===== src/rtl/pipe_ctrl_pkg.sv =====
// Shared types and constants for the pipeline sequencing controller.
// Holds the controller state encoding and the pipeline stage indices.
package pipe_pkg;

  typedef enum logic [1:0] {
    RUN    = 2'd0,
    DRAIN  = 2'd1,
    HALTED = 2'd2
  } pipe_state_t;

  localparam int STG_F = 0;
  localparam int STG_D = 1;
  localparam int STG_E = 2;
  localparam int STG_M = 3;
  localparam int STG_W = 4;

endpackage


===== src/rtl/pipe_ctrl_sat_counter.sv =====
// Saturating up-counter with synchronous clear; holds at all-ones once reached.
module sat_counter #(
  parameter int W = 32
) (
  input  logic         clk,
  input  logic         clr,
  input  logic         inc,
  output logic [W-1:0] count
);

  logic [W-1:0] count_q;
  logic [W-1:0] count_d;

  always_comb begin
    count_d = count_q;
    if (inc && (count_q != {W{1'b1}})) begin
      count_d = count_q + {{(W-1){1'b0}}, 1'b1};
    end
  end

  always_ff @(posedge clk) begin
    if (clr) begin
      count_q <= '0;
    end else begin
      count_q <= count_d;
    end
  end

  assign count = count_q;

endmodule


===== src/rtl/pipe_ctrl.sv =====
// Pipeline sequencing controller: stage enables, flushes, valid tracking and halt/drain FSM.
// Optional stall/flush performance counters are built when PIPE_CTRL_PERF_EN is defined.
module pipe_ctrl
  import pipe_pkg::*;
#(
  parameter int CNT_W = 32
) (
  input  logic             CLK,
  input  logic             RST,
  input  logic             HAZ_STALL,
  input  logic             BR_TAKEN,
  input  logic             MEM_BUSY,
  input  logic             IMEM_VALID,
  input  logic             HALT_REQ,
  input  logic             RESUME,
  output logic             PC_EN,
  output logic             PC_SEL,
  output logic             FD_EN,
  output logic             DE_EN,
  output logic             EM_EN,
  output logic             MW_EN,
  output logic             FD_FLUSH,
  output logic             DE_FLUSH,
  output logic             D_VALID,
  output logic             E_VALID,
  output logic             M_VALID,
  output logic             W_VALID,
  output logic             HALT_ACK
`ifdef PIPE_CTRL_PERF_EN
  ,
  output logic [CNT_W-1:0] STALL_CNT,
  output logic [CNT_W-1:0] FLUSH_CNT
`endif
);

  pipe_state_t          state_q;
  pipe_state_t          state_d;
  logic [STG_W:STG_D]   vld_q;
  logic [STG_W:STG_D]   vld_d;
  logic                 halt_ack_q;
  logic                 halt_ack_d;

  logic                 br_eff;
  logic                 stall_eff;
  logic                 fetch_ok;
  logic [STG_W:STG_F]   chain;

  // A redirect only counts when E actually holds a live branch; it masks any stall.
  assign br_eff    = BR_TAKEN && vld_q[STG_E];
  assign stall_eff = HAZ_STALL && !br_eff;
  assign fetch_ok  = IMEM_VALID && (state_q == RUN);
  assign chain     = {vld_q, fetch_ok};

  always_comb begin
    PC_EN      = 1'b0;
    PC_SEL     = 1'b0;
    FD_EN      = 1'b0;
    DE_EN      = 1'b0;
    EM_EN      = 1'b0;
    MW_EN      = 1'b0;
    FD_FLUSH   = 1'b0;
    DE_FLUSH   = 1'b0;
    vld_d      = vld_q;
    state_d    = state_q;
    halt_ack_d = halt_ack_q;

    if (RST) begin
      FD_FLUSH = 1'b1;
      DE_FLUSH = 1'b1;
    end else if (!MEM_BUSY) begin
      if (br_eff) begin
        PC_EN    = 1'b1;
        PC_SEL   = 1'b1;
        FD_EN    = 1'b1;
        DE_EN    = 1'b1;
        EM_EN    = 1'b1;
        MW_EN    = 1'b1;
        FD_FLUSH = 1'b1;
        DE_FLUSH = 1'b1;
        vld_d[STG_W:STG_M] = vld_q[STG_M:STG_E];
        vld_d[STG_E]       = 1'b0;
        vld_d[STG_D]       = 1'b0;
      end else if (stall_eff) begin
        DE_EN    = 1'b1;
        EM_EN    = 1'b1;
        MW_EN    = 1'b1;
        DE_FLUSH = 1'b1;
        vld_d[STG_W:STG_M] = vld_q[STG_M:STG_E];
        vld_d[STG_E]       = 1'b0;
      end else begin
        PC_EN = (state_q == RUN);
        FD_EN = 1'b1;
        DE_EN = 1'b1;
        EM_EN = 1'b1;
        MW_EN = 1'b1;
        vld_d = chain[STG_M:STG_F];
      end

      // Drain completes once the valid bits being written this cycle are all clear.
      case (state_q)
        RUN:     if (HALT_REQ) state_d = DRAIN;
        DRAIN:   if (vld_d == '0) state_d = HALTED;
        HALTED:  if (RESUME) state_d = RUN;
        default: state_d = RUN;
      endcase

      halt_ack_d = (state_q == HALTED) && !RESUME;
    end
  end

  always_ff @(posedge CLK) begin
    if (RST) begin
      state_q    <= RUN;
      vld_q      <= '0;
      halt_ack_q <= 1'b0;
    end else begin
      state_q    <= state_d;
      vld_q      <= vld_d;
      halt_ack_q <= halt_ack_d;
    end
  end

  assign D_VALID  = vld_q[STG_D];
  assign E_VALID  = vld_q[STG_E];
  assign M_VALID  = vld_q[STG_M];
  assign W_VALID  = vld_q[STG_W];
  assign HALT_ACK = halt_ack_q;

`ifdef PIPE_CTRL_PERF_EN
  logic stall_inc;
  logic flush_inc;

  assign stall_inc = !MEM_BUSY && stall_eff;
  assign flush_inc = !MEM_BUSY && br_eff;

  sat_counter #(.W(CNT_W)) u_stall_cnt (
    .clk   (CLK),
    .clr   (RST),
    .inc   (stall_inc),
    .count (STALL_CNT)
  );

  sat_counter #(.W(CNT_W)) u_flush_cnt (
    .clk   (CLK),
    .clr   (RST),
    .inc   (flush_inc),
    .count (FLUSH_CNT)
  );
`else
  logic unused_perf_width;
  assign unused_perf_width = |CNT_W;
`endif

endmodule


===== config.mk =====
export PLATFORM = sky130hd
export DESIGN_NAME = pipe_ctrl
export DESIGN_NICKNAME = d
export VERILOG_FILES = /design/src/rtl/pipe_ctrl_pkg.sv /design/src/rtl/pipe_ctrl_sat_counter.sv /design/src/rtl/pipe_ctrl.sv
export SDC_FILE = /design/constraint.sdc
export NUM_CORES = 1
export LEC_CHECK = 0
export BUFFER_PORTS_ARGS = -buffer_cell sky130_fd_sc_hd__buf_2
export CELL_PAD_IN_SITES_DETAIL_PLACEMENT = 0
export CELL_PAD_IN_SITES_GLOBAL_PLACEMENT = 1
export CORE_AREA = 8 8 45 47
export CTS_BUF_LIST = sky130_fd_sc_hd__clkbuf_4
export DETAILED_ROUTE_END_ITERATION = 6
export DIE_AREA = 0 0 53 55
export GPL_TIMING_DRIVEN = 1
export HOLD_SLACK_MARGIN = 0.08
export PLACE_DENSITY = 0.81
export SLEW_MARGIN = 20
export SYNTH_ARGS = -nofsm -noshare
export SYNTH_HDL_FRONTEND = slang
export SYNTH_SLANG_ARGS = --single-unit

===== constraint.sdc =====
create_clock -name CLK -period 1.2 [get_ports CLK]
set_input_delay 0.06 -clock CLK [delete_from_list [all_inputs] [get_ports CLK]]
set_output_delay 0.06 -clock CLK [all_outputs]
set_load 0.01 [all_outputs]

==> flow_summary_export.csv <==
group,metric,value,unit
status,status,"finished, final reports clean",
placement,io_buffers,20,
power,p_sw,146,uW
worst_setup_path,crit_required,1140,ps
floorplan,rows,14,
worst_setup_path,crit_path_start_kind,"flip-flop",
clock_tree,clk_latency,250,ps
clock_tree,clock_path_buffers,2,
yosys,ys_warn_count,0,
power,intPower,427,uW
yosys,ys_ff_latch,7,
routing,vias,387,
power,pwr-share-clk,0.416,
power,power.total,573,uW
yosys,ys_seq_area_frac,0.351,
timing,skew,6.73,ps
clock_tree,clk_pin_slew_worst_paths,60,ps
routing,wl_per_cell,13.4,microns
timing,fmax,845,MHz
routing,routed_wirelength,1080,microns
global_routing,grt_usage,0.0772,
yosys,syn-instance-count,47,
floorplan,start_util,0.288,
placement,dp_slack,193,ps
yosys,synth_top_cell_by_area,"dfxtp_1",
power,pwr-share-seq,0.438,
yosys,syn-mean-instance-area,8.49,sq um
yosys,synth_top_area_frac,0.351,
final_layout,fin_area,499,sq um
floorplan,die_h,55,microns
yosys,synth_nets,55,
final_layout,final_cells,81,
timing,max_slew_margin,0.764,
timing,worst_pin_slew,349,ps
floorplan,coreArea,0.00138,sq mm
final_layout,synthToLayoutAreaGrowth,25.1,%
timing,maxSlewViolCount,0,
timing,setup_slack,17.0,ps
clock_tree,clkSinkCount,7,
clock_tree,cts_buffers,3,
final_layout,antennaDiodeCount,0,
hold_path,worstHoldPathCells,2,
timing,min_period,1180,ps
worst_setup_path,end_kind,"output port",
final_layout,final_core_util,0.361,
routing,routed_via_density,4.78,
floorplan,dieArea,0.00292,sq mm
timing,fin_tns_setup,0,ps
power,swShare,0.255,
routing,ant_nets,0,
global_routing,grt_pass1_wl,1720,microns
worst_setup_path,path_max_fanout,7,
clock_tree,postCtsSetupBuffers,0,
placement,place_inst,77,
worst_setup_path,r2r_cells,3,
global_routing,grt_start_max_net_pins,18,
global_routing,first_global_vias,393,
clock_tree,h-tree-depth,1,
clock_tree,cts_tree,"done",
placement,gp_congestion,0.725,
worst_setup_path,arrival,1120,ps
worst_setup_path,critPathKind,"reg -> out",
power,leakage,0.224,nW
global_routing,antenna_found_initial,0,
timing,rsz0062_at_grt,"true",
clock_tree,cts_hold_buffers,0,
routing,drcViolationCount,0,
yosys,synthDistinctLibCells,18,
yosys,synthTopCellsByArea,"dfxtp_1, a21oi_1, clkbuf_8, nor4b_1, buf_4",
floorplan,io_pins,21,
job,cap_viol_max_count,0,
routing,first_pass_iters,3,
timing,hold_viol_final,0,
floorplan,die_w,53,microns
power,p_per_area,1150,mW/mm^2
global_routing,gr-total-overflow,0,
timing,fin_crit_sh,0.986,
final_layout,final_nets,74,
power,ir_drop,0.000324,V
timing,hold_ws,129,ps
final_layout,drive_above_1_share,0.446,
yosys,syn_area,399,sq um
timing,setup_viol,0,
hold_path,hp-class,"in -> reg",
routing,drtIter0Drc,4,
power,comb_power_share,0.146,
placement,dp_hpwl,749,microns
clock_tree,cts_resized,4,
placement,placed_area,458,sq um
clock_tree,root_buffer,"clkbuf_4",
area by class of cell:
type | count | area, sq um
Fill cell | 166 | 885
Multi-Input combinational cell | 34 | 205
Sequential cell | 7 | 144
Timing Repair Buffer | 20 | 100
Clock buffer | 4 | 30.0
Tap cell | 16 | 20.0
cell usage in the layout, fill, tap and decap left out, types with 2 or more instances in the layout:
cell,instances
nor2_1,6
buf_2,20
nor3_1,2
nand2_1,3
mux2i_1,2
a21oi_1,6
o21bai_1,2
nor4b_1,3
dfxtp_1,4
clkbuf_4,4
nand3_1,2
dfxtp_2,3
critical path: stages (launching register included):
cell,delay (ps)
dfxtp_2,340
o31a_1,300
nor3_2,90
buf_2,140
routing by layer:
metal | share of wire | global-route usage | up-vias
met5 | 0 | 0 | -
met4 | 0 | 0.0388 | 0
met3 | 0.068 | 0.0241 | 0
met2 | 0.56 | 0.156 | 8
met1 | 0.37 | 0.0656 | 178
li1 | - | - | 201
path summary, 6_finish.rpt:
check | slack (ps) | to | startpoint
worst min-delay path | 130 | vld_q[3] | RST
worst max-delay path | 20 | PC_EN | state_q[1]
worst min register to register | 490 | HALT_ACK | HALT_ACK
worst max register to register | 170 | state_q[0] | vld_q[1]
cell usage after synthesis, drive strengths merged:
cell    n
mux2i   2
nand3b  1
a21boi  1
a21oi   6
or3b    1
nand3   2
nor2    6
nand2   4
o21ai   1
buf     4
o31a    1
dfxtp   7
o21bai  2
clkbuf  2
nor3    3
a31oi   1
nor4b   3
power groups by stage:
stage / combinational [mW] / sequential [mW] / clock [mW]
finish: 0.0837 / 0.251 / 0.238
global route: 0.0937 / 0.252 / 0.266
CTS: 0.0832 / 0.250 / 0.243
detailed placement: 0.0824 / 0.254 / 0
global placement: 0.0818 / 0.254 / 0
floorplan: 0.0673 / 0.251 / 0
cells by family after synthesis:
logic type	Yosys count	share of synthesized area
flip-flops	7	0.351
AND/OR/NAND/NOR	20	0.263
AO/OA/AOI/OAI	12	0.182
buffers and inverters	6	0.154
multiplexers	2	0.0502
sequential cells by signal, summed over array words and instances (netlist names):
signal / cells
state_q: 2
vld_q: 4
HALT_ACK: 1
Power figures use the tool's default switching activity.
